--- src/rtl/lau_pkg.sv ---
// Shared definitions for the |A| datapath.
//   speed_e : implementation choice for the prefix network inside AbsVal.
//             SMALL = serial (ripple) prefix OR, FAST = log-depth prefix OR.
package lau_pkg;

  typedef enum logic {
    SMALL,
    FAST
  } speed_e;

endpackage

--- src/rtl/AbsVal.sv ---
// Combinational two's-complement absolute value built on a prefix-OR network.
// For a negative operand, bit i of -a equals a[i] XOR (|a[i-1:0]), so only an
// exclusive prefix OR is needed instead of a full adder.
// The most negative value maps onto itself (wrapped result).
// Ports:
//   a_i   in  Width  signed operand
//   abs_o out Width  |a_i| (wrapped for the most negative value)
module AbsVal #(
  parameter int unsigned     Width = 8,
  parameter lau_pkg::speed_e Speed = lau_pkg::FAST
) (
  input  logic [Width-1:0] a_i,
  output logic [Width-1:0] abs_o
);

  localparam int unsigned Levels = $clog2(Width);

  // w_prefix[i] = |a_i[i:0]
  logic [Width-1:0] w_prefix;
  logic [Width-1:0] w_excl;

  if (Speed == lau_pkg::FAST) begin : g_fast
    // Log-depth prefix: each level ORs in the value 2^l positions below.
    always_comb begin
      w_prefix = a_i;
      for (int l = 0; l < Levels; l++) begin
        w_prefix = w_prefix | (w_prefix << (1 << l));
      end
    end
  end else begin : g_small
    always_comb begin
      w_prefix = a_i;
      for (int i = 1; i < Width; i++) begin
        w_prefix[i] = w_prefix[i-1] | a_i[i];
      end
    end
  end

  assign w_excl = {w_prefix[Width-2:0], 1'b0};
  assign abs_o  = a_i[Width-1] ? (a_i ^ w_excl) : a_i;

endmodule

--- src/rtl/abs_val_arbiter.sv ---
// Round-robin arbiter sharing one AbsVal datapath between NumReq requesters.
// The winner's |operand| is registered in a one-entry output slot together
// with its requester index and an overflow flag (operand was the most
// negative value). The slot may be popped and refilled in the same cycle.
// Optional build macro: ABS_VAL_ARBITER_SATURATE_EN -- when defined, a most
// negative operand returns the maximum positive value instead of wrapping.
// Ports:
//   clk_i        in   1             clock, rising edge
//   rst_ni       in   1             asynchronous active-low reset
//   req_valid_i  in   NumReq        per-requester operand valid
//   req_ready_o  out  NumReq        per-requester accept (one-hot or zero)
//   req_data_i   in   NumReq*Width  operands, requester i at [i*Width +: Width]
//   rsp_valid_o  out  1             output slot holds a result
//   rsp_ready_i  in   1             downstream accepts the result
//   rsp_data_o   out  Width         |operand|
//   rsp_id_o     out  IdWidth       index of the producing requester
//   rsp_ovf_o    out  1             operand was the most negative value
module abs_val_arbiter #(
  parameter int unsigned     Width   = 8,
  parameter int unsigned     NumReq  = 4,
  parameter lau_pkg::speed_e Speed   = lau_pkg::FAST,
  localparam int unsigned    IdWidth = $clog2(NumReq)
) (
  input  logic                    clk_i,
  input  logic                    rst_ni,
  input  logic [NumReq-1:0]       req_valid_i,
  output logic [NumReq-1:0]       req_ready_o,
  input  logic [NumReq*Width-1:0] req_data_i,
  output logic                    rsp_valid_o,
  input  logic                    rsp_ready_i,
  output logic [Width-1:0]        rsp_data_o,
  output logic [IdWidth-1:0]      rsp_id_o,
  output logic                    rsp_ovf_o
);

  localparam logic [Width-1:0] MinNeg = {1'b1, {(Width-1){1'b0}}};

  logic [IdWidth-1:0] r_ptr;
  logic               r_rsp_valid;
  logic [Width-1:0]   r_rsp_data;
  logic [IdWidth-1:0] r_rsp_id;
  logic               r_rsp_ovf;

  logic               w_can_accept;
  logic               w_found;
  logic [IdWidth-1:0] w_grant;
  logic               w_accept;
  logic [Width-1:0]   w_operand;
  logic [Width-1:0]   w_abs;
  logic               w_ovf;
  logic [Width-1:0]   w_result;
  logic [IdWidth-1:0] w_ptr_next;

  assign w_can_accept = !r_rsp_valid || rsp_ready_i;

  // First valid requester at or after the pointer, wrapping modulo NumReq.
  always_comb begin
    int unsigned idx;
    w_found = 1'b0;
    w_grant = '0;
    idx     = 0;
    for (int unsigned k = 0; k < NumReq; k++) begin
      idx = (int'(r_ptr) + k) % NumReq;
      if (!w_found && req_valid_i[idx]) begin
        w_found = 1'b1;
        w_grant = IdWidth'(idx);
      end
    end
  end

  // Gated with rst_ni so no requester sees ready while reset is held.
  always_comb begin
    req_ready_o = '0;
    if (w_found && rst_ni) begin
      req_ready_o[w_grant] = w_can_accept;
    end
  end

  assign w_accept  = w_found && w_can_accept;
  assign w_operand = req_data_i[w_grant*Width +: Width];
  assign w_ovf     = (w_operand == MinNeg);

  AbsVal #(
    .Width (Width),
    .Speed (Speed)
  ) u_abs_val (
    .a_i   (w_operand),
    .abs_o (w_abs)
  );

`ifdef ABS_VAL_ARBITER_SATURATE_EN
  assign w_result = w_ovf ? {1'b0, {(Width-1){1'b1}}} : w_abs;
`else
  assign w_result = w_abs;
`endif

  assign w_ptr_next = (w_grant == IdWidth'(NumReq - 1)) ? '0 : w_grant + 1'b1;

  always_ff @(posedge clk_i or negedge rst_ni) begin
    if (!rst_ni) begin
      r_ptr       <= '0;
      r_rsp_valid <= 1'b0;
      r_rsp_data  <= '0;
      r_rsp_id    <= '0;
      r_rsp_ovf   <= 1'b0;
    end else if (w_accept) begin
      r_ptr       <= w_ptr_next;
      r_rsp_valid <= 1'b1;
      r_rsp_data  <= w_result;
      r_rsp_id    <= w_grant;
      r_rsp_ovf   <= w_ovf;
    end else if (rsp_ready_i) begin
      // Pop without refill: payload holds its last value.
      r_rsp_valid <= 1'b0;
    end
  end

  assign rsp_valid_o = r_rsp_valid;
  assign rsp_data_o  = r_rsp_data;
  assign rsp_id_o    = r_rsp_id;
  assign rsp_ovf_o   = r_rsp_ovf;

endmodule
--- config.mk ---
export PLATFORM = sky130hd
export DESIGN_NAME = abs_val_arbiter
export DESIGN_NICKNAME = d
export VERILOG_FILES = /design/src/rtl/lau_pkg.sv /design/src/rtl/AbsVal.sv /design/src/rtl/abs_val_arbiter.sv
export SDC_FILE = /design/constraint.sdc
export NUM_CORES = 1
export LEC_CHECK = 0
export ABC_CLOCK_PERIOD_IN_PS = 2800
export CAP_MARGIN = 20
export CELL_PAD_IN_SITES_DETAIL_PLACEMENT = 0
export CELL_PAD_IN_SITES_GLOBAL_PLACEMENT = 2
export CORE_MARGIN = 2
export CORE_UTILIZATION = 23
export CTS_CLUSTER_SIZE = 10
export DETAILED_ROUTE_END_ITERATION = 6
export PLACE_DENSITY_LB_ADDON = 0.2
export SYNTH_ARGS = -nofsm -noshare
export SYNTH_HDL_FRONTEND = slang
export SYNTH_HIERARCHICAL = 1
export SYNTH_SLANG_ARGS = --single-unit
--- constraint.sdc ---
create_clock -name clk_i -period 2.8 [get_ports clk_i]
set_input_delay 0.28 -clock clk_i [delete_from_list [all_inputs] [get_ports clk_i]]
set_output_delay 0.28 -clock clk_i [all_outputs]
set_load 0.005 [all_outputs]
**Yosys cells after proc, flatten, opt, wreduce, memory -nomap -nowiden**

Index checks and enable logic that the tools add are counted.

- Add/sub/neg operators: 4
- Magnitude comparators: 6
- Equality and inequality tests: 2
- Shifts and indexed selects: 1
- Muxes and demuxes: 23
- Bitwise gates (word level): 5
- Reductions and logical operators: 12

Operator list:

| kind | number |
|---|---|
| $shiftx A32 B6 Y8 | 1 |
| $or A7 B7 Y7 | 3 |
| $lt A2 B3 Y1 const B | 5 |
| $mux W1 | 11 |
| $mux W2 | 5 |
| $bmux W1 S2 | 4 |
| $eq A8 B8 Y1 const B | 1 |
| $mux W8 | 1 |
| $xor A8 B8 Y8 | 1 |
| $logic_and A1 B1 Y1 | 6 |
| $add A2 B1 Y2 const B | 2 |
| $add A2 B2 Y2 const B | 2 |
| $and A4 B4 Y4 | 1 |
| $logic_not A1 Y1 | 4 |
| $mux W4 | 1 |
| $demux W1 S2 | 1 |
| $eq A2 B2 Y1 const B | 1 |
| $ge A2 B1 Y1 const B | 1 |
| $reduce_bool A2 Y1 | 1 |
| $logic_or A1 B1 Y1 | 1 |

- Register bits after elaboration: 14
- Input port bits: 39
- Word-level logic and storage cells: 58

**Logic depth before layout (Yosys ltp)**

- Depth in word-level cells: 18
- Depth in mapped cells: 13
- Depth with buffers taken out: 11

**By module**

The synthesis kept the hierarchy.

Modules (own cells, without submodules):

| module | instances | cells an instance | area each (µm²) |
|---|---|---|---|
| abs_val_arbiter | 1 | 90 | 982.2 |
| AbsVal | 1 | 21 | 146.4 |

**Worst setup path before layout**

No wires, ideal clock.

- Path kind: reg2reg
- Start point: reg r_ptr[1]
- End point: reg r_rsp_data[5], in the netlist rsp_data_o[5]
- Data arrival time: 2319 ps
- Data required time: 2675 ps
- Setup slack: 356 ps
- Cell stages (with the launch flop): 12
- Buffers on the path: 2
- Clock period less this slack: 2444 ps
- Path through: dfrtp_1 -> nand4b_1 -> o21ai_1 -> a211o_1 -> buf_4 -> buf_6 -> mux2i_1 -> mux2i_1 -> or3_4 -> o31ai_2 -> xnor2_1 -> mux2_2

- Word-level cells in the longest chain between the ends: 18

Ends and longest elaborated chain:

| what | line | RTL |
|---|---|---|
| start, declared | abs_val_arbiter.sv:38 | `logic [IdWidth-1:0] r_ptr;` |
| start signal, assigned | abs_val_arbiter.sv:107 | `r_ptr <= w_ptr_next;` |
| parallel branches: the longest is 11 deep, another holds $add A2 B1 Y2 | n/a |  |
| $mux W2 (*) | abs_val_arbiter.sv:64 | `if (!w_found && req_valid_i[idx]) begin` |
| $shiftx A32 B6 Y8 (*) | abs_val_arbiter.sv:80 | `assign w_operand = req_data_i[w_grant*Width +: Width];` |
| via w_operand[2] | abs_val_arbiter.sv:48 | `logic [Width-1:0] w_operand;` |
| $or A7 B7 Y7 (*) (3 in series) | AbsVal.sv:27 | `w_prefix = w_prefix \| (w_prefix << (1 << l));` |
| $xor A8 B8 Y8 (*) | AbsVal.sv:40 | `assign abs_o = a_i[Width-1] ? (a_i ^ w_excl) : a_i;` |
| $mux W8 (*) | AbsVal.sv:40 |  |
| via w_abs[5] | abs_val_arbiter.sv:49 | `logic [Width-1:0] w_abs;` |
| end signal, assigned | abs_val_arbiter.sv:109 | `r_rsp_data <= w_result;` |
| end, declared | abs_val_arbiter.sv:40 | `logic [Width-1:0] r_rsp_data;` |

Mark *: on every way through the listed nets, which the timed path passes. The select of a mux whose other input is x is not followed.
A chain may end at the register's enable or synchronous reset.

**Worst setup path after layout**

- Start point: in req_valid_i[3]
- End point: reg r_rsp_data[4], in the netlist rsp_data_o[4]

- Word-level cells in the longest chain between the ends: 18

Ends and longest elaborated chain:

| what | line | RTL |
|---|---|---|
| start, declared | abs_val_arbiter.sv:26 | `input logic [NumReq-1:0] req_valid_i,` |
| $bmux W1 S2 | abs_val_arbiter.sv:64 |  |
| $mux W1 (not written as such) | abs_val_arbiter.sv:64 |  |
| $mux W1 | abs_val_arbiter.sv:64 |  |
| $logic_not A1 Y1 | abs_val_arbiter.sv:64 |  |
| $logic_and A1 B1 Y1 | abs_val_arbiter.sv:64 |  |
| $mux W1 | abs_val_arbiter.sv:64 |  |
| $logic_not A1 Y1 | abs_val_arbiter.sv:64 |  |
| $logic_and A1 B1 Y1 | abs_val_arbiter.sv:64 |  |
| [... 2 more ...] | n/a |  |
| $logic_and A1 B1 Y1 | abs_val_arbiter.sv:64 |  |
| $mux W2 (*) | abs_val_arbiter.sv:64 |  |
| $shiftx A32 B6 Y8 (*) | abs_val_arbiter.sv:80 |  |
| via w_operand[0] | abs_val_arbiter.sv:48 |  |
| $or A7 B7 Y7 (*) (3 in series) | AbsVal.sv:27 |  |
| $xor A8 B8 Y8 (*) | AbsVal.sv:40 |  |
| $mux W8 (*) | AbsVal.sv:40 |  |
| via w_abs[4] | abs_val_arbiter.sv:49 |  |

The timed path passes the listed nets; every way through them passes the cells marked *. The select of a mux whose other input is x is not followed.

==> results.yml <==
outcome:
  outcome: "complete, no violations"
grt:
  met2_usage_pct: 19.4
  grt_remaining_overflow: 0
  grt_util_all_layers_pct: 11.6
  met3_usage_pct: 2.57
  grt_antenna_before_repair: 0
  grt_pass1_wl_um: 5020
  top_usage_layer: "met2"
  globalRouteMet1Util_pct: 15.7
  grt_pass1_vias: 1105
  grt_max_degree: 14
sta:
  hold_violations: 0
  slew_headroom_pct: 71.8
  fin_crit_sh_pct: 93.6
  grt_setup_unrepaired: "false"
  fin_skew_ns: 0.000336
  final_max_slew_viol_count: 0
  max_freq_mhz: 382
  setup_tns_ns: 0
  finalSetupViolCount: 0
  period_needed_ns: 2.62
  tightest_slew_ns: 0.423
clock_tree:
  clk_path_buf_depth: 2
  clockRootBuffer: "clkbuf_8"
  cts_buffers: 3
  path_clk_slew_ns: 0.06
  hold_buffers: 0
  post_cts_buffers: 0
  ctsHtreeMaxLevel: 1
  cts_sinks: 14
  cts_tree: "yes"
  clk-insertion-delay-late_ns: 0.24
  cts_resized: 0
pwr:
  peakVddDrop_uv: 336
  p_per_area_nw_per_um2: 713
  power_leakage_nw: 0.888
setup_path:
  crit_path_end_kind: "register"
  slowest_delay_ns: 0.51
  path_delay_family: "buffers and inverters"
  cp-start-kind: "input port"
  crit_type: "input port to register"
  cp_data_required_time_ns: 2.93
  critPathSlowestCell: "clkdlybuf4s50_1"
  crit_arrival_ns: 2.75
  path_cells: "clkdlybuf4s50_1, nand4b_1, o21ai_1, a211o_1, buf_12, mux2i_1, mux2i_2, inv_1, ha_1, nand2b_1, o21ai_0, xnor2_1, mux2_2"
  critPathMaxFanout: 13
  path_buf_inv: 3
yosys:
  synthDistinctLibCells: 27
  synth_common_cells: "mux2i_1 (25), dfrtp_1 (14), mux2_2 (10)"
  ys_async_sr_fraction_pct: 100
  yosysMostFrequentCell: "mux2i_1"
  synth_top_area_cell: "dfrtp_1"
  synthCells: 111
  yosysWarnings: 6
  synth_edf_count: 0
  synth_area_leaders: "dfrtp_1 (31%), mux2i_1 (22%), mux2_2 (10%), ha_1 (5.5%), xnor2_1 (3.9%)"
  ys_seq_area_share_pct: 31.0
  synth_area_um2: 1130
  avgSynthCellArea_um2: 10.2
  ys.flop_type: "dfrtp_1"
  synth_top_area_share_pct: 31.0
  synthesis.nets: 155
  synth_seq_cells: 14
floorplan:
  die_w_um: 74.1
  core.rowCount: 25
  ios: 55
  fp.dieH_um: 74.1
  dieArea_um2: 5480
  core_um2: 4720
  start_util_pct: 23.9
min_path:
  holdCritPathClass: "input port to async pin"
route:
  drc: 0
  first_iter_violations: 6
  drt_first_pass_iters: 4
  ant_nets: 0
  vias_per_cell: 4.29
  dr_total_vias: 1068
  drt-wirelength-per-cell_um: 12.3
  wl_um: 3070
final_layout:
  n_fill_cell: 475
  area_growth_pct: 70.3
  layout.nets: 227
  drive_gt1_share_pct: 20.9
  post-route-util_pct: 40.7
  antenna_cells: 0
  final_area_um2: 1920
placed_design:
  placed_cell_area_um2: 1860
  port_buffers: 54
  routabilityCongestion: 0.782
  hpwlAfterDp_um: 2580
run:
  maxCapViolations: 0
[layer usage]
layer	vias to the layer above	wire length [um]
li1	537	-
met1	505	1400
met2	26	1490
met3	0	182
met4	0	0
met5	-	0
[where the power goes]
group / total (W) / internal (W) / switching [W] / leakage [nW]
clock network: 0.000198 / 0.000124 / 0.0000732 / 0.0288
registers: 0.000334 / 0.000278 / 0.0000559 / 0.166
logic: 0.000839 / 0.000509 / 0.000330 / 0.694
total: 0.00137 / 0.000911 / 0.000460 / 0.888
[per-stage QoR]
step / hold slack [ns] / cells / power (W) / setup WS (ns)
final: 0.256 / 249 / 0.00137 / 0.179
after global routing: 0.276 / 249 / 0.00149 / 0.0202
after CTS: 0.252 / 249 / 0.00139 / 0.136
after detailed placement: 0.474 / 245 / 0.00118 / -0.109
after global placement: 0.471 / 245 / 0.00117 / -0.0329
after floorplan: -0.0156 / 111 / 0.000795 / 0.356
[state kept, by name, summed over array words and instances (netlist names)]
signal       cells
rsp_ovf_o        1
rsp_data_o       8
rsp_id_o         2
rsp_valid_o      1
r_ptr            2
[logic make-up after synthesis]
logic type | share of synthesized area, %
AOI/OAI and AO/OA | 8.98
xor gates and xnor gates | 3.88
adders and majority gates | 5.54
buffers and inverters | 6.32
DFF | 31.0
muxes | 32.2
and+or+nand+nor | 12.1
[final timing paths]
path	start	endpoint	slack [ns]	depth (start not counted)
setup reg to reg	r_ptr[1]	rsp_data_o[4]	0.27	12
hold / removal	rst_ni	rsp_id_o[0]	0.26	1
max in group asynchronous	rst_ni	rsp_data_o[1]	2.11	2
min in group clk_i	rsp_id_o[1]	rsp_id_o[1]	0.49	2
hold reg to reg	rsp_id_o[1]	rsp_id_o[1]	0.49	2
setup / recovery	req_valid_i[3]	rsp_data_o[4]	0.18	13
[cell usage in the layout, fill, tap and decap left out, drive strengths merged]
cell type       n
inv             9
a211o           1
o21ai           6
dfrtp          14
nand4b          1
buf            18
ha              5
a21oi           3
o41ai           1
or3             2
or2             1
o31ai           1
mux2i          25
clkdlybuf4s50  54
nand2b          4
nand2           6
xnor2           5
clkbuf          4
mux2           10
nor4            2
or4             1
and3            4
a211oi          1
nor2            3
o22ai           1
[area by class of cell]
type | instances | area, um^2 | share of cell area, %
Multi-Input combinational cell | 83 | 711 | 37.0
Timing Repair Buffer | 72 | 688 | 35.8
Sequential cell | 14 | 350 | 18.2
Tap cell | 67 | 83.8 | 4.36
Clock buffer | 4 | 55.1 | 2.86
Inverter | 9 | 33.8 | 1.76
[worst reg2reg max path, stage by stage, from the launching register on]
cell	delay [ns]
dfrtp_1	0.46
nand4b_1	0.13
o21ai_1	0.07
a211o_1	0.32
buf_12	0.17
mux2i_1	0.13
mux2i_2	0.26
inv_1	0.08
ha_1	0.21
nand2b_1	0.09
o21ai_0	0.10
xnor2_1	0.14
mux2_2	0.26
(Power assumes the default switching activity.)
